<file path="config.mk">
export PLATFORM = sky130hd
export DESIGN_NAME = uart_rx_monitor
export DESIGN_NICKNAME = d
export VERILOG_FILES = /design/src/rtl/uart_pkg.sv /design/src/rtl/uart_rx_fifo.sv /design/src/rtl/uart_rx_monitor.sv
export SDC_FILE = /design/constraint.sdc
export NUM_CORES = 1
export LEC_CHECK = 0
export BUFFER_PORTS_ARGS = -buffer_cell sky130_fd_sc_hd__buf_4
export CAP_MARGIN = 20
export CORE_AREA = 3 3 160 162
export DETAILED_ROUTE_END_ITERATION = 16
export DIE_AREA = 0 0 163 165
export HOLD_SLACK_MARGIN = 0.1
export PLACE_DENSITY = 0.57
export SETUP_SLACK_MARGIN = 0.2
export SLEW_MARGIN = 40
export SYNTH_ARGS = -nofsm -noshare
export SYNTH_HDL_FRONTEND = slang
export SYNTH_HIERARCHICAL = 1
export SYNTH_SLANG_ARGS = --single-unit
export TNS_END_PERCENT = 30
</file>
<file path="constraint.sdc">
create_clock -name clk_i -period 8.55 [get_ports clk_i]
set_input_delay 1.71 -clock clk_i [delete_from_list [all_inputs] [get_ports clk_i]]
set_output_delay 1.71 -clock clk_i [all_outputs]
set_load 0.01 [all_outputs]
</file>
<file path="src/rtl/uart_pkg.sv">
// Shared types for the UART receive path: parity modes, receiver states and
// the word format stored per received frame.
package uart_pkg;

    typedef enum logic [1:0] {
        PAR_NONE = 2'd0,
        PAR_EVEN = 2'd1,
        PAR_ODD  = 2'd2
    } parity_e;

    typedef enum logic [2:0] {
        S_IDLE   = 3'd0,
        S_START  = 3'd1,
        S_DATA   = 3'd2,
        S_PARITY = 3'd3,
        S_STOP   = 3'd4
    } rx_state_e;

    typedef struct packed {
        logic       parity_err;
        logic       frame_err;
        logic [7:0] data;
    } rx_word_t;

    localparam int OVERSAMPLE = 16;

    // Unused upper data bits are zero, so they do not disturb the reduction.
    function automatic logic parity_fail(input parity_e mode, input logic [7:0] data,
                                         input logic par_bit);
        logic w_sum;
        w_sum = (^data) ^ par_bit;
        return (mode == PAR_ODD) ? ~w_sum : w_sum;
    endfunction

endpackage

</file>
<file path="src/rtl/uart_rx_fifo.sv">
// Synchronous FIFO of received words; pointers carry one extra wrap bit so
// that the fill level is a plain pointer difference.
module uart_rx_fifo #(
    parameter int  DEPTH = 16,
    parameter type T     = uart_pkg::rx_word_t
) (
    input  logic                     clk_i,
    input  logic                     reset_ni,
    input  logic                     i_push,
    input  T                         i_wdata,
    input  logic                     i_pop,
    output T                         o_rdata,
    output logic                     o_valid,
    output logic                     o_full,
    output logic [$clog2(DEPTH):0]   o_level
);
    localparam int AW = $clog2(DEPTH);

    T             r_mem [DEPTH];
    logic [AW:0]  r_wr_ptr;
    logic [AW:0]  r_rd_ptr;
    logic [AW:0]  w_level;
    logic         w_empty;
    logic         w_full;
    logic         w_pop;
    logic         w_push;

    assign w_level = r_wr_ptr - r_rd_ptr;
    assign w_empty = (r_wr_ptr == r_rd_ptr);
    assign w_full  = (w_level == (AW + 1)'(DEPTH));
    assign w_pop   = i_pop & ~w_empty;
    // A full FIFO still accepts a word when the head leaves in the same cycle.
    assign w_push  = i_push & (~w_full | w_pop);

    assign o_level = w_level;
    assign o_valid = ~w_empty;
    assign o_full  = w_full;
    assign o_rdata = w_empty ? T'('0) : r_mem[r_rd_ptr[AW-1:0]];

    // Read/write pointer update.
    always_ff @(posedge clk_i) begin
        if (!reset_ni) begin
            r_wr_ptr <= '0;
            r_rd_ptr <= '0;
        end else begin
            if (w_push) r_wr_ptr <= r_wr_ptr + (AW + 1)'(1);
            if (w_pop)  r_rd_ptr <= r_rd_ptr + (AW + 1)'(1);
        end
    end

    // Storage array write.
    always_ff @(posedge clk_i) begin
        if (w_push) r_mem[r_wr_ptr[AW-1:0]] <= i_wdata;
    end

endmodule

</file>
<file path="src/rtl/uart_rx_monitor.sv">
// UART receiver with 16x oversampling, parity/stop checking, break detection
// and a small FIFO of received words with error flags.
module uart_rx_monitor
    import uart_pkg::*;
#(
    parameter int      CLK_FREQ_HZ = 100_000_000,
    parameter int      BAUD_RATE   = 9600,
    parameter int      DATA_BITS   = 8,
    parameter parity_e PARITY      = PAR_NONE,
    parameter int      STOP_BITS   = 1,
    parameter int      FIFO_DEPTH  = 16
) (
    input  logic                          clk_i,
    input  logic                          reset_ni,
    input  logic                          rx_i,
    output logic [7:0]                    data_o,
    output logic                          frame_err_o,
    output logic                          parity_err_o,
    output logic                          valid_o,
    input  logic                          ready_i,
    output logic                          overrun_o,
    output logic                          break_o,
    output logic [$clog2(FIFO_DEPTH):0]   fifo_level_o
);
    localparam int DIV   = CLK_FREQ_HZ / (BAUD_RATE * OVERSAMPLE);
    localparam int DIV_W = (DIV > 1) ? $clog2(DIV) : 1;

    if (DIV < 1) begin : g_div_check
        $error("uart_rx_monitor: CLK_FREQ_HZ too low for BAUD_RATE*16");
    end
    if (DATA_BITS < 5 || DATA_BITS > 8 || STOP_BITS < 1 || STOP_BITS > 2) begin : g_fmt_check
        $error("uart_rx_monitor: unsupported frame format");
    end

    logic             r_rx_meta, r_rx_sync, r_rx_prev;
    logic [DIV_W-1:0] r_div_cnt;
    logic [3:0]       r_tick_cnt;
    logic [2:0]       r_bit_cnt;
    rx_state_e        r_state;
    logic [7:0]       r_data;
    logic             r_par_bit, r_par_err, r_frame_err, r_stop_hi, r_wait_high;
    logic             r_break, r_overrun;

    logic     w_tick, w_start, w_sample, w_last_stop, w_frame_err, w_break;
    logic     w_full, w_pop, w_valid;
    rx_word_t w_word, w_head;

    assign w_tick      = (r_div_cnt == DIV_W'(DIV - 1));
    assign w_start     = (r_state == S_IDLE) & ~r_wait_high & r_rx_prev & ~r_rx_sync;
    assign w_sample    = w_tick & (r_tick_cnt == 4'd15);
    assign w_last_stop = (r_state == S_STOP) & w_sample & (r_bit_cnt == 3'(STOP_BITS - 1));
    assign w_frame_err = r_frame_err | ~r_rx_sync;
    // Break: every bit of the frame, including parity and all stop bits, was low.
    assign w_break     = w_last_stop & (r_data == 8'd0) & ~r_par_bit & ~r_stop_hi & ~r_rx_sync;
    assign w_pop       = w_valid & ready_i;
    assign w_word      = '{parity_err: r_par_err, frame_err: w_frame_err, data: r_data};

    // Two-flop synchroniser plus one history flop for falling-edge detection.
    always_ff @(posedge clk_i) begin
        if (!reset_ni) begin
            r_rx_meta <= 1'b1;
            r_rx_sync <= 1'b1;
            r_rx_prev <= 1'b1;
        end else begin
            r_rx_meta <= rx_i;
            r_rx_sync <= r_rx_meta;
            r_rx_prev <= r_rx_sync;
        end
    end

    // Oversample divider, re-phased to the detected start edge.
    always_ff @(posedge clk_i) begin
        if (!reset_ni) begin
            r_div_cnt <= '0;
        end else if (w_start || w_tick) begin
            r_div_cnt <= '0;
        end else begin
            r_div_cnt <= r_div_cnt + DIV_W'(1);
        end
    end

    // Frame decoder state machine with registered event pulses.
    always_ff @(posedge clk_i) begin
        if (!reset_ni) begin
            r_state     <= S_IDLE;
            r_tick_cnt  <= 4'd0;
            r_bit_cnt   <= 3'd0;
            r_data      <= 8'd0;
            r_par_bit   <= 1'b0;
            r_par_err   <= 1'b0;
            r_frame_err <= 1'b0;
            r_stop_hi   <= 1'b0;
            r_wait_high <= 1'b0;
            r_break     <= 1'b0;
            r_overrun   <= 1'b0;
        end else begin
            r_break   <= w_break;
            r_overrun <= w_last_stop & w_full & ~w_pop;
            case (r_state)
                S_IDLE: begin
                    if (r_rx_sync) r_wait_high <= 1'b0;
                    if (w_start) begin
                        r_state     <= S_START;
                        r_tick_cnt  <= 4'd0;
                        r_bit_cnt   <= 3'd0;
                        r_data      <= 8'd0;
                        r_par_bit   <= 1'b0;
                        r_par_err   <= 1'b0;
                        r_frame_err <= 1'b0;
                        r_stop_hi   <= 1'b0;
                    end
                end
                S_START: begin
                    if (w_tick) begin
                        if (r_tick_cnt == 4'd7) begin
                            r_tick_cnt <= 4'd0;
                            r_state    <= r_rx_sync ? S_IDLE : S_DATA;
                        end else begin
                            r_tick_cnt <= r_tick_cnt + 4'd1;
                        end
                    end
                end
                S_DATA: begin
                    if (w_tick) r_tick_cnt <= r_tick_cnt + 4'd1;
                    if (w_sample) begin
                        r_data[r_bit_cnt] <= r_rx_sync;
                        if (r_bit_cnt == 3'(DATA_BITS - 1)) begin
                            r_bit_cnt <= 3'd0;
                            r_state   <= (PARITY != PAR_NONE) ? S_PARITY : S_STOP;
                        end else begin
                            r_bit_cnt <= r_bit_cnt + 3'd1;
                        end
                    end
                end
                S_PARITY: begin
                    if (w_tick) r_tick_cnt <= r_tick_cnt + 4'd1;
                    if (w_sample) begin
                        r_par_bit <= r_rx_sync;
                        r_par_err <= parity_fail(PARITY, r_data, r_rx_sync);
                        r_state   <= S_STOP;
                    end
                end
                S_STOP: begin
                    if (w_tick) r_tick_cnt <= r_tick_cnt + 4'd1;
                    if (w_sample) begin
                        r_frame_err <= w_frame_err;
                        r_stop_hi   <= r_stop_hi | r_rx_sync;
                        if (w_last_stop) begin
                            r_bit_cnt   <= 3'd0;
                            r_state     <= S_IDLE;
                            r_wait_high <= w_frame_err;
                        end else begin
                            r_bit_cnt <= r_bit_cnt + 3'd1;
                        end
                    end
                end
                default: r_state <= S_IDLE;
            endcase
        end
    end

    uart_rx_fifo #(
        .DEPTH (FIFO_DEPTH),
        .T     (rx_word_t)
    ) u_fifo (
        .clk_i    (clk_i),
        .reset_ni (reset_ni),
        .i_push   (w_last_stop),
        .i_wdata  (w_word),
        .i_pop    (w_pop),
        .o_rdata  (w_head),
        .o_valid  (w_valid),
        .o_full   (w_full),
        .o_level  (fifo_level_o)
    );

    assign data_o       = w_head.data;
    assign frame_err_o  = w_head.frame_err;
    assign parity_err_o = w_head.parity_err;
    assign valid_o      = w_valid;
    assign overrun_o    = r_overrun;
    assign break_o      = r_break;

endmodule

</file>
==> impl_metrics.py <==
metrics = {
    "yosys": {
        "syn_nets": 621,
        "synth_seq_cells": 212,
        "synth_edf_count": 160,
        "synth_largest_area_cell": "edfxtp_1",
        "yosys-top-cells-area": "edfxtp_1, dfxtp_1, mux4_2",
        "ys.flop_type": "edfxtp_1",
        "ys_async_sr_fraction_pct": 0,
        "syn_area_sq_um": 9150,
        "synthCells": 597,
        "synthDominantCellAreaShare_pct": 52.5,
        "yosys_warnings": 6,
        "yosysSeqAreaShare_pct": 63.9,
        "yosysUniqueCellTypes": 65,
        "avgSynthCellArea_sq_um": 15.3,
    },
    "global_routing": {
        "grt.total_usage_pct": 14.3,
        "top_usage_layer": "met2",
        "grt_overflow": 0,
        "antenna_found_initial": 0,
        "grt_pass1_vias": 5161,
        "gr-usage-met3_pct": 2.06,
        "grt_max_degree": 41,
        "grt_use_met2_pct": 24.8,
        "grt_pass1_wl_mm": 29.5,
        "use_met1_pct": 19.0,
    },
    "pwr": {
        "power_density_nw_per_um2": 206,
        "vdd_drop_max_mv": 0.129,
        "p_total_mw": 2.16,
        "leakage_nw": 3.73,
    },
    "sta": {
        "rsz0062_at_grt": "false",
        "skew_ns": 0.0228,
        "drv_slew": 0,
        "fin_crit_ns": 4.60,
        "clock.fmax_mhz": 217,
        "setup_violations": 0,
        "fin_tns_setup_ns": 0,
        "hold_violations": 0,
        "relSlewSlack_pct": 48.4,
        "worstMarginPinSlew_ns": 0.774,
        "finalCritPeriodShare_pct": 53.8,
        "holdWs_ns": 0.406,
    },
    "critical_path": {
        "path_delay_family": "multiplexers",
        "crit_fanout": 40,
        "path_class": "reg -> out",
        "critPathArrivalTime_ns": 2.89,
        "cp_common_cell": "buf_4",
        "cp_slowest_cell": "mux4_1",
        "crit_chain": "buf_4, mux4_1, mux4_2, nor2b_1, buf_4",
        "required_ns": 6.84,
        "cp-end-kind": "output port",
        "start_kind": "flop",
        "crit_buf_inv": 2,
        "critPathMaxStageDelay_ns": 0.67,
    },
    "placement": {
        "placed_cells_incl_taps": 929,
        "dpl.hpwl_mm": 11.7,
        "globalplace.congestion": 0.784,
        "io_buffer_count": 21,
    },
    "clocking": {
        "postCtsHoldBufs": 0,
        "cts_buffers": 23,
        "cts_resized": 0,
        "h-tree-depth": 1,
        "cts_sinks": 212,
        "cts_tree": "done",
        "cts_root_buffer": "clkbuf_16",
        "clockBufferDepth": 3,
        "post_cts_buffers": 0,
        "clkTransAtPathRegs_ns": 0.06,
        "clock_latency_ns": 0.52,
    },
    "flow_run": {
        "cap_violations": 0,
    },
    "cells_and_area": {
        "final_cell_mix": "edfxtp_1, dfxtp_1, nor2_1",
        "fin_nets": 654,
        "drive_gt1_share_pct": 19.9,
        "mostFrequentLayoutCell": "edfxtp_1",
        "finalNonFillerCells": 971,
        "syn2layout_area_growth_pct": 14.4,
        "diodes": 0,
        "fin_util_pct": 43.1,
    },
    "routing": {
        "num_vias": 5123,
        "wirelength_mm": 19.2,
        "wl_per_cell_um": 19.8,
        "drt_iter0_markers": 341,
        "viasPerCell": 5.28,
        "drcViolationCount": 0,
        "dr.pass1.iters": 6,
        "ant_nets": 0,
    },
    "min_path": {
        "min_path_type": "reg -> reg",
    },
    "die": {
        "die_y_um": 165,
        "start_util_pct": 37.7,
        "die_w_um": 163,
        "ios": 22,
        "fp.dieArea_sq_um": 26900,
        "coreArea_sq_um": 24200,
        "core.rowCount": 57,
    },
    "run_status": {
        "status": "completed",
    },
}
==> registers in the layout, indices dropped and copies added, names as in the netlist, 3 cells and up, named ones only <==
signal,cells
r_div_cnt,10
r_tick_cnt,4
r_bit_cnt,3
r_state,3
r_data,8
u_fifo/r_wr_ptr,5
u_fifo/r_rd_ptr,5
u_fifo/r_mem,160
==> per-layer routing <==
| layer | routed length, um | share of wire, % | vias to the layer above |
|---|---|---|---|
| met5 | 0 | 0 | - |
| met4 | 326 | 1.7 | 0 |
| met3 | 801 | 4.2 | 23 |
| met2 | 9650 | 50 | 107 |
| met1 | 8410 | 44 | 2595 |
| li1 | - | - | 2398 |
==> cell families after synthesis <==
| logic type | synth area share (%) |
|---|---|
| AO/OA/AOI/OAI | 5.84 |
| buffers and inverters | 2.79 |
| adder cells (fa/ha/maj) | 2.82 |
| XOR/XNOR | 1.82 |
| AND/OR/NAND/NOR | 9.69 |
| multiplexers | 13.1 |
| flip-flops | 63.9 |
==> cells in the mapped netlist, types with 3 or more instances <==
master / instances
mux4_1: 12
nand2_1: 26
o211ai_1: 3
nand2b_1: 8
nor4_1: 3
a21boi_0: 5
inv_1: 24
o311ai_1: 5
dfxtp_1: 52
or3_1: 3
mux4_2: 38
buf_6: 4
o2111ai_1: 3
mux2i_1: 3
a21o_1: 4
edfxtp_1: 160
a31oi_1: 3
nor2_1: 42
clkbuf_1: 21
o21a_1: 5
and2_1: 5
a21oi_1: 18
and4_1: 3
nand3_1: 19
and3_1: 8
xor2_1: 7
ha_1: 19
nand4_1: 6
xnor2_1: 12
nor3_1: 14
o21ai_0: 9
nor2b_1: 12
==> where the power goes <==
part	internal (mW)	leakage (nW)	total [mW]	switching, mW
Clock	0.596	0.384	0.997	0.401
Combinational	0.0195	1.22	0.0520	0.0325
Sequential	1.10	2.13	1.11	0.0109
==> path summary, 6_finish.rpt <==
check             cells past startpoint  slack [ns]                      endpoint                       startpoint
setup / recovery                      5        3.95                     data_o[0]                             flop
hold / removal                        1        0.41          r_rx_sync$_SDFF_PN1_             r_rx_meta$_SDFF_PN1_
setup reg to reg                      9        5.14  u_fifo/r_mem[8][7]$_DFFE_PP_  u_fifo/r_wr_ptr[2]$_SDFFE_PN0P_
hold reg to reg                       1        0.41          r_rx_sync$_SDFF_PN1_             r_rx_meta$_SDFF_PN1_
==> cell type report <==
type | count | area, sq um
flip-flops and latches | 212 | 5850
clock buffers | 32 | 649
well taps | 324 | 405
multi-input cells | 330 | 3050
fillers | 2196 | 13800
clock inverters | 10 | 123
inverters | 25 | 93.8
repair buffers | 38 | 285
==> stage by stage <==
step	area, sq um	setup WS (ns)
2_1_floorplan	9150	5.13
3_3_place_gp	9680	4.47
3_5_place_dp	9690	4.47
4_1_cts	10500	3.92
5_1_grt	10500	3.82
6_report	10500	3.95
Note: power is estimated with default switching activity, not from simulation.
